**src/rtl/lap_record_scheduler.sv**
```systemverilog
// lap_record_scheduler
//
// Buffers lap timestamps captured from the stopwatch datapath and hands them
// to the LCD bridge one at a time, obeying the bridge's insert/busy handshake.
// A clear request flushes the queue at once. The matching LCD clear is only
// sent after any transaction already in flight has finished, so the bridge
// never sees more than one outstanding command.
//
// Ports
//   clock        system clock
//   reset        synchronous, active-high; wins over every other input
//   capture      one-cycle pulse, latch record_in into the queue
//   record_in    flat BCD timestamp sampled on capture
//   clear_req    one-cycle pulse, flush queue and clear the LCD
//   lcd_busy     busy from lcd_bridge
//   lcd_insert   one-cycle insert pulse to lcd_bridge
//   lcd_record   record presented to lcd_bridge, held until the next pop
//   lcd_clear    one-cycle clear pulse to lcd_bridge
//   count        entries currently queued
//   full         count == DEPTH
//   empty        count == 0
//   overflow     sticky, a capture was dropped because the queue was full
//   timeout_err  sticky, busy never rose within ACK_TIMEOUT cycles
//
// Timing of a pop: the head is copied into lcd_record at the edge that raises
// lcd_insert. The read pointer and count advance at the following edge, i.e.
// the cycle in which lcd_insert is high is the "pop cycle". A capture into a
// full queue during that cycle is accepted: it overwrites the slot that was
// just copied out.

module lap_record_scheduler #(
    parameter int DEPTH       = 8,
    parameter int WIDTH       = 32,
    parameter int ACK_TIMEOUT = 16
) (
    input  logic                     clock,
    input  logic                     reset,
    input  logic                     capture,
    input  logic [WIDTH-1:0]         record_in,
    input  logic                     clear_req,
    input  logic                     lcd_busy,
    output logic                     lcd_insert,
    output logic [WIDTH-1:0]         lcd_record,
    output logic                     lcd_clear,
    output logic [$clog2(DEPTH):0]   count,
    output logic                     full,
    output logic                     empty,
    output logic                     overflow,
    output logic                     timeout_err
);

    localparam int PW = $clog2(DEPTH);
    localparam int CW = PW + 1;
    localparam int TW = $clog2(ACK_TIMEOUT + 1);

    typedef enum logic [1:0] {
        ST_IDLE      = 2'd0,
        ST_CLR_ISSUE = 2'd1,
        ST_WAIT_RISE = 2'd2,
        ST_WAIT_FALL = 2'd3
    } state_t;

    state_t           state_r;
    state_t           state_nx_s;

    logic [WIDTH-1:0] mem_r [DEPTH];
    logic [PW-1:0]    wr_ptr_r;
    logic [PW-1:0]    rd_ptr_r;
    logic [CW-1:0]    count_r;
    logic [CW-1:0]    count_nx_s;
    logic             full_r;
    logic             empty_r;
    logic             overflow_r;

    logic             clear_pending_r;
    logic             lcd_insert_r;
    logic             lcd_clear_r;
    logic [WIDTH-1:0] lcd_record_r;
    logic             timeout_r;
    logic [TW-1:0]    timer_r;

    logic             pop_s;
    logic             wr_en_s;
    logic             drop_s;
    logic             issue_ins_s;
    logic             issue_clr_s;
    logic             timeout_hit_s;

    // Handshake decisions: when to start an insert or a clear, and when the
    // wait for busy has run out.
    always_comb begin
        pop_s         = lcd_insert_r;
        issue_ins_s   = 1'b0;
        issue_clr_s   = 1'b0;
        timeout_hit_s = 1'b0;
        if (state_r == ST_IDLE) begin
            issue_clr_s = clear_pending_r;
            // A clear arriving in this very cycle flushes the head, so the
            // insert must not go out with a record that no longer exists.
            issue_ins_s = !clear_pending_r && !clear_req && !empty_r && !lcd_busy;
        end else begin
            issue_clr_s = 1'b0;
            issue_ins_s = 1'b0;
        end
        if ((state_r == ST_WAIT_RISE) && !lcd_busy &&
            (timer_r == TW'(ACK_TIMEOUT - 1))) begin
            timeout_hit_s = 1'b1;
        end else begin
            timeout_hit_s = 1'b0;
        end
    end

    // Queue write/drop decisions and next occupancy.
    always_comb begin
        wr_en_s    = 1'b0;
        drop_s     = 1'b0;
        count_nx_s = count_r;
        // A capture in the same cycle as a clear is discarded silently.
        if (capture && !clear_req) begin
            if (!full_r || pop_s) begin
                wr_en_s = 1'b1;
            end else begin
                drop_s = 1'b1;
            end
        end else begin
            wr_en_s = 1'b0;
            drop_s  = 1'b0;
        end
        if (clear_req) begin
            count_nx_s = {CW{1'b0}};
        end else begin
            case ({wr_en_s, pop_s})
                2'b10:   count_nx_s = count_r + CW'(1);
                2'b01:   count_nx_s = count_r - CW'(1);
                default: count_nx_s = count_r;
            endcase
        end
    end

    // Next-state logic of the bridge sequencer.
    always_comb begin
        state_nx_s = state_r;
        case (state_r)
            ST_IDLE: begin
                if (issue_clr_s) begin
                    state_nx_s = ST_CLR_ISSUE;
                end else if (issue_ins_s) begin
                    state_nx_s = ST_WAIT_RISE;
                end else begin
                    state_nx_s = ST_IDLE;
                end
            end
            ST_CLR_ISSUE: begin
                state_nx_s = ST_WAIT_RISE;
            end
            ST_WAIT_RISE: begin
                if (lcd_busy) begin
                    state_nx_s = ST_WAIT_FALL;
                end else if (timeout_hit_s) begin
                    state_nx_s = ST_IDLE;
                end else begin
                    state_nx_s = ST_WAIT_RISE;
                end
            end
            ST_WAIT_FALL: begin
                if (!lcd_busy) begin
                    state_nx_s = ST_IDLE;
                end else begin
                    state_nx_s = ST_WAIT_FALL;
                end
            end
            default: begin
                state_nx_s = ST_IDLE;
            end
        endcase
    end

    // Record storage; contents need no reset because empty slots are never read.
    always_ff @(posedge clock) begin
        if (!reset && wr_en_s) begin
            mem_r[wr_ptr_r] <= record_in;
        end
    end

    // Queue pointers, occupancy flags and the sticky overflow flag.
    always_ff @(posedge clock) begin
        if (reset) begin
            wr_ptr_r   <= {PW{1'b0}};
            rd_ptr_r   <= {PW{1'b0}};
            count_r    <= {CW{1'b0}};
            full_r     <= 1'b0;
            empty_r    <= 1'b1;
            overflow_r <= 1'b0;
        end else begin
            if (clear_req) begin
                wr_ptr_r <= {PW{1'b0}};
                rd_ptr_r <= {PW{1'b0}};
            end else begin
                // DEPTH is a power of two, so pointer wrap is free.
                if (wr_en_s) begin
                    wr_ptr_r <= wr_ptr_r + PW'(1);
                end
                if (pop_s) begin
                    rd_ptr_r <= rd_ptr_r + PW'(1);
                end
            end
            count_r <= count_nx_s;
            full_r  <= (count_nx_s == CW'(DEPTH));
            empty_r <= (count_nx_s == {CW{1'b0}});
            if (drop_s) begin
                overflow_r <= 1'b1;
            end
        end
    end

    // Sequencer state, registered bridge outputs, pending clear and ack timer.
    always_ff @(posedge clock) begin
        if (reset) begin
            state_r         <= ST_IDLE;
            clear_pending_r <= 1'b0;
            lcd_insert_r    <= 1'b0;
            lcd_clear_r     <= 1'b0;
            lcd_record_r    <= {WIDTH{1'b0}};
            timeout_r       <= 1'b0;
            timer_r         <= {TW{1'b0}};
        end else begin
            state_r      <= state_nx_s;
            lcd_insert_r <= issue_ins_s;
            lcd_clear_r  <= issue_clr_s;
            if (issue_ins_s) begin
                lcd_record_r <= mem_r[rd_ptr_r];
            end
            // The clear being issued right now also covers any request that
            // lands in the same cycle, so it is absorbed rather than queued.
            if (state_r == ST_CLR_ISSUE) begin
                clear_pending_r <= 1'b0;
            end else if (clear_req) begin
                clear_pending_r <= 1'b1;
            end
            if (timeout_hit_s) begin
                timeout_r <= 1'b1;
            end
            if (state_r == ST_WAIT_RISE) begin
                timer_r <= timer_r + TW'(1);
            end else begin
                timer_r <= {TW{1'b0}};
            end
        end
    end

    assign lcd_insert  = lcd_insert_r;
    assign lcd_record  = lcd_record_r;
    assign lcd_clear   = lcd_clear_r;
    assign count       = count_r;
    assign full        = full_r;
    assign empty       = empty_r;
    assign overflow    = overflow_r;
    assign timeout_err = timeout_r;

endmodule

```
**config.mk**
```make
export PLATFORM = sky130hd
export DESIGN_NAME = lap_record_scheduler
export DESIGN_NICKNAME = d
export VERILOG_FILES = /design/src/rtl/lap_record_scheduler.sv
export SDC_FILE = /design/constraint.sdc
export NUM_CORES = 1
export LEC_CHECK = 0
export BUFFER_PORTS_ARGS = -buffer_cell sky130_fd_sc_hd__buf_2
export CAP_MARGIN = 30
export CORE_MARGIN = 2
export CORE_UTILIZATION = 40
export CTS_BUF_LIST = sky130_fd_sc_hd__clkbuf_2 sky130_fd_sc_hd__clkbuf_4 sky130_fd_sc_hd__clkbuf_8
export DETAILED_ROUTE_END_ITERATION = 16
export MAX_ROUTING_LAYER = met4
export PLACE_DENSITY_LB_ADDON = 0.12
export REMOVE_ABC_BUFFERS = 1
export SLEW_MARGIN = 20
export SYNTH_ARGS = -nofsm -noshare
export SYNTH_HDL_FRONTEND = slang
export SYNTH_SLANG_ARGS = --single-unit
```
**constraint.sdc**
```tcl
create_clock -name clock -period 13.1 [get_ports clock]
set_clock_uncertainty 0.2 [all_clocks]
set_input_delay 2.62 -clock clock [delete_from_list [all_inputs] [get_ports clock]]
set_output_delay 2.62 -clock clock [all_outputs]
set_load 0.03 [all_outputs]
```
# Word-level counts from Yosys, hierarchy flattened
# Memories as Yosys holds them, arrays and structs flattened. A register that Yosys moved wholly into a read port is not among the register bits.
# Cells that the tools add are included.
# Widths: inputs -> output; s select.
# totals
ff_bits	24
mem_bits_rw	256
in_bits	37
output_inout_bits	42
word_cells	62
n_memories	1
# memory_table
name	depth	word_bits	rd	rd_clocked_by_memory_dff	wr	line	source
mem_r	8	32	1	1	1	66	logic [WIDTH-1:0] mem_r [DEPTH];
# classes
n_addsub	5
n_eq_ne	7
n_mux	17
n_bitwise	1
n_reduce_logical	19
# ops
cell	count
$mux 2	5
$mux 1	9
$pmux 2 s4	1
$pmux 4 s2	1
$logic_and 1x1->1	7
$add 3x1->3 const B	2
$eq 2x2->1 const B	3
$logic_not 1->1	6
$reduce_or 2->1	3
$add 5x1->5 const B	1
$eq 5x4->1 const B	1
$add 4x1->4 const B	1
$eq 2x1->1 const B	2
$eq 4x4->1 const B	1
$logic_not 4->1	1
$mux 4	1
$sub 4x1->4 const B	1
$logic_not 2->1	1
$logic_or 1x1->1	1
$not 1->1	1

# Logic depth before layout (Yosys ltp)
# logic_depth
ltp_word	8
depth_mapped	9
ltp_nobuf	9

# Worst setup path after synthesis
# OpenSTA, ideal clock, no wires.
# synth_timing
kind	input to register
startpoint	input port capture
endpoint	memory mem_r[0][0] (enable)
setup_time_ns	0.513
arrival_time_ns	6.480
required_ns	12.387
slack_ns	5.907
cell_stages	3
path_buffers	0
path_cell_list	nor2b_1 nand2_1 nor4b_1
# synth_via
elab_chain_len	5
# synth_lines
element	line	source
start, declared	38	input logic capture,
$logic_and 1x1->1	119	if (capture && !clear_req) begin
$mux 1	119	
$logic_and 1x1->1	180	if (!reset && wr_en_s) begin
$mux 1	180	
$mux 1 (implied by the code)	181	mem_r[wr_ptr_r] <= record_in;
end, declared	66	
# No other way between the ends.

# Worst setup path after layout
# layout_timing
startpoint	input port clear_req
endpoint	register empty_r, in the netlist empty
# layout_via
elab_chain_len	7
word_cells_on_any_way	8
classes_between	eq/ne (2); mux (3); reduce/logical (3)
# layout_lines
element	line	source
start, declared	40	input logic clear_req,
$logic_not 1->1	119	
$logic_and 1x1->1	119	
$mux 1	119	
$eq 2x1->1 / $eq 2x2->1 (equally long branches)	132	case ({wr_en_s, pop_s})
$pmux 4 s2	132	
$mux 4 *	129	if (clear_req) begin
$logic_not 4->1 *	209	empty_r <= (count_nx_s == {CW{1'b0}});
end signal, assigned	209	
end, declared	72	logic empty_r;
# Every way passes the cells marked *; elsewhere a longest branch is shown, timed or not.
# A chain may end at the register's enable or synchronous reset.

==> impl_metrics.toml <==
[finish]
area_growth_pct = 16.4
finalNonFillerCells = 1146
num-fill-cells = 2463
multiInputGateArea_um2 = 2800
seq_area_um2 = 8820
drive_gt1_share_pct = 34.0
fin_nets = 762

[place]
dp_cells = 1049
place_hpwl_mm = 12.7
io_buffers = 78
place_ws_ns = 7.61
place_congestion = 0.752

[min_path]
hold_class = "register to register"
min_path_cells = 1
hp-start = "timer_r[0]"

[clock_tree]
cts_hold_buf = 0
cts-buffers-inserted = 51
cts.repair.resized = 0
clk_pin_slew_ns = 0.06
clock-sinks = 312
cts_tree = "built"
insertion_delay_ns = 0.56
clock_path_buffers = 3
htreeDepth = 2
clockRootBuffer = "clkbuf_8"
cts_setup_buffers = 0

[critical_path]
cp_slowest_cell = "mux2_2"
crit_type = "primary input to register"
path_cells = "buf_2 -> nor2b_1 -> nand2_1 -> ha_1 -> xor2_1 -> ha_1 -> a21oi_1 -> mux2_2 -> mux2_1 -> a31o_1"
regToRegSetupSlack_ns = 9.95
cp-start-kind = "primary input"
endpoint_kind = "register"
reg2reg_from = "lcd_insert"
r2r_cells = 9
critPathLaunch = "clear_req"
cpPeakStageDelay_ns = 0.41
cp_num_buf_inv = 1
cp_max_fo = 8
timing.critical_path.mode_cell = "ha_1"
crit_required_ns = 13.34
cp.depth = 10
cpLargestDelayFamily = "multiplexers"
arrival_ns = 5.17

[floorplan]
core_um2 = 28800
start_util_pct = 40.8
fp.dieW_um = 175
die_area_um2 = 30800
rows = 62
die_h_um = 175
pin_count = 79

[synth]
async_reset_ff_share_pct = 0
synthCells = 604
yosysWarnings = 0
ys_ff_latch = 312
synth_area_um2 = 11800
syn_avg_cell_area_um2 = 19.5
synth_edf_count = 256
synth_seq_area_share_pct = 75.0
synthFlopType = "edfxtp_1"
yosys.cell_types.count = 38

[routing]
vias = 5846
routed_wirelength_mm = 23.3
via_per_inst = 5.10
drcViolationCount = 0
drt_iter0_markers = 325
wl_per_cell_um = 20.3
firstDrtPassIters = 4
antenna_left = 0

[run_status]
status = "finished clean"

[power_and_ir_drop]
p_leak_nw = 4.41
intPower_mw = 1.56
clock_power_share_pct = 42.6
comb_power_share_pct = 2.2
p_sw_share_pct = 20.4
p_switching_uw = 400
p_seq_share_pct = 55.2
powerDensity_nw_per_um2 = 143
ir_drop_mv = 0.0740

[grt]
grt_pass1_wl_mm = 36.2
grt-ovfl-total = 0
grt_pass1_vias = 6290
antenna_found_initial = 3
grt_max_degree = 65
gr-usage-all-layers_pct = 16.1

[sta]
finalSetupViolCount = 0
layout_min_cycle_time_ns = 4.93
fmax_mhz = 203
finalHoldViolations = 0
setup_ws_ns = 8.17
min_period_over_period_pct = 37.6
worst_slew_pin_slew_ns = 0.930
final_max_slew_viol_count = 0
finalSetupTns_ns = 0
relSlewSlack_pct = 38.0
rsz0062_at_grt = "no"

[job]
max_cap_viol_count = 0
==> final timing paths <==
path,to
max,empty
min,timer_r[0]
max reg2reg,empty
min reg2reg,timer_r[0]
==> registers in the layout, summed over array words and instances, names as in the netlist <==
register / count
overflow: 1
lcd_record: 32
full: 1
count: 4
timer_r: 5
lcd_insert: 1
empty: 1
lcd_clear: 1
rd_ptr_r: 3
clear_pending_r: 1
timeout_err: 1
mem_r: 256
wr_ptr_r: 3
state_r: 2
==> layout by cell type (no fill, tap or decap), drive strengths merged, types with 2 or more instances in the layout <==
cell type	instances
ha	7
nand3	7
xnor2	3
xor2	6
a21oi	4
nand3b	2
inv	3
diode	3
nand2	7
edfxtp	256
a31oi	3
mux4	64
o21ai	2
mux2	2
nor4b	2
or3b	2
clkinv	17
and3	4
nor2b	2
nor2	59
dfxtp	56
a21o	2
a211oi	33
nor3	2
clkbuf	74
nand2b	2
mux2i	35
buf	93
==> through the flow <==
| step | hold WS (ns) | total power, mW | utilization [%] | area, µm² |
|---|---|---|---|---|
| global route | 0.289 | 2.04 | 47.5 | 13700 |
| floorplan | 0.218 | 1.12 | - | 11600 |
| CTS | 0.261 | 1.99 | 47.5 | 13700 |
| global placement | 0.233 | 1.14 | 43.8 | 12600 |
| detailed placement | 0.248 | 1.15 | 43.9 | 12600 |
| finish | 0.259 | 1.96 | 47.5 | 13700 |
==> logic make-up after synthesis <==
group                    after synthesis  share of synthesized area (%)
AO/OA/AOI/OAI                         48                           3.00
XOR/XNOR                               9                          0.671
adder cells (fa/ha/maj)                7                          0.745
buffers and inverters                 34                           1.59
flip-flops                           312                           75.0
multiplexers                         101                           15.4
AND/OR/NAND/NOR                       93                           3.60
==> power by group through the flow <==
stage | Clock [mW] | Combinational, mW | Sequential [mW]
final | 0.835 | 0.0424 | 1.08
after global routing | 0.906 | 0.0476 | 1.08
after CTS | 0.862 | 0.0435 | 1.08
after detailed placement | 0 | 0.0434 | 1.10
after global placement | 0 | 0.0415 | 1.10
after floorplan | 0 | 0.0147 | 1.11
==> worst reg2reg max path, delay by kind of cell, from the launching register on <==
kind	cells	cell delay (ns)
AO/OA/AOI/OAI	2	0.40
XOR/XNOR	1	0.18
adder cells (fa/ha/maj)	2	0.53
flip-flops	1	0.54
multiplexers	2	0.73
AND/OR/NAND/NOR	2	0.46
==> area by class of cell <==
cell class	instances	area share, %
Sequential cell	312	64.5
Multi-Input combinational cell	258	20.5
Clock buffer	74	6.67
Timing Repair Buffer	93	3.86
Tap cell	384	3.51
Clock inverter	20	0.860
Inverter	2	0.0549
Antenna cell	3	0.0549
==> routing by layer <==
layer,part of all wire [%],GRT usage (%)
met5,0,-
met4,2.4,5.35
met3,6.0,3.55
met2,48,25.7
met1,43,20.5
==> synth_stat cells, types with 3 or more instances <==
library cell	count	area (µm²)
clkbuf_1	14	52.6
xor2_1	6	52.6
nand3_1	7	35.0
mux4_2	64	1440
and3_1	4	25.0
mux2i_1	35	350
a211oi_1	32	240
edfxtp_1	256	7690
ha_1	7	87.6
a21oi_1	4	20.0
buf_2	11	55.1
dfxtp_1	56	1120
nand2_1	7	26.3
nor2_1	59	221
a31oi_1	3	18.8
xnor2_1	3	26.3
buf_6	5	56.3
(Power assumes the default switching activity.)
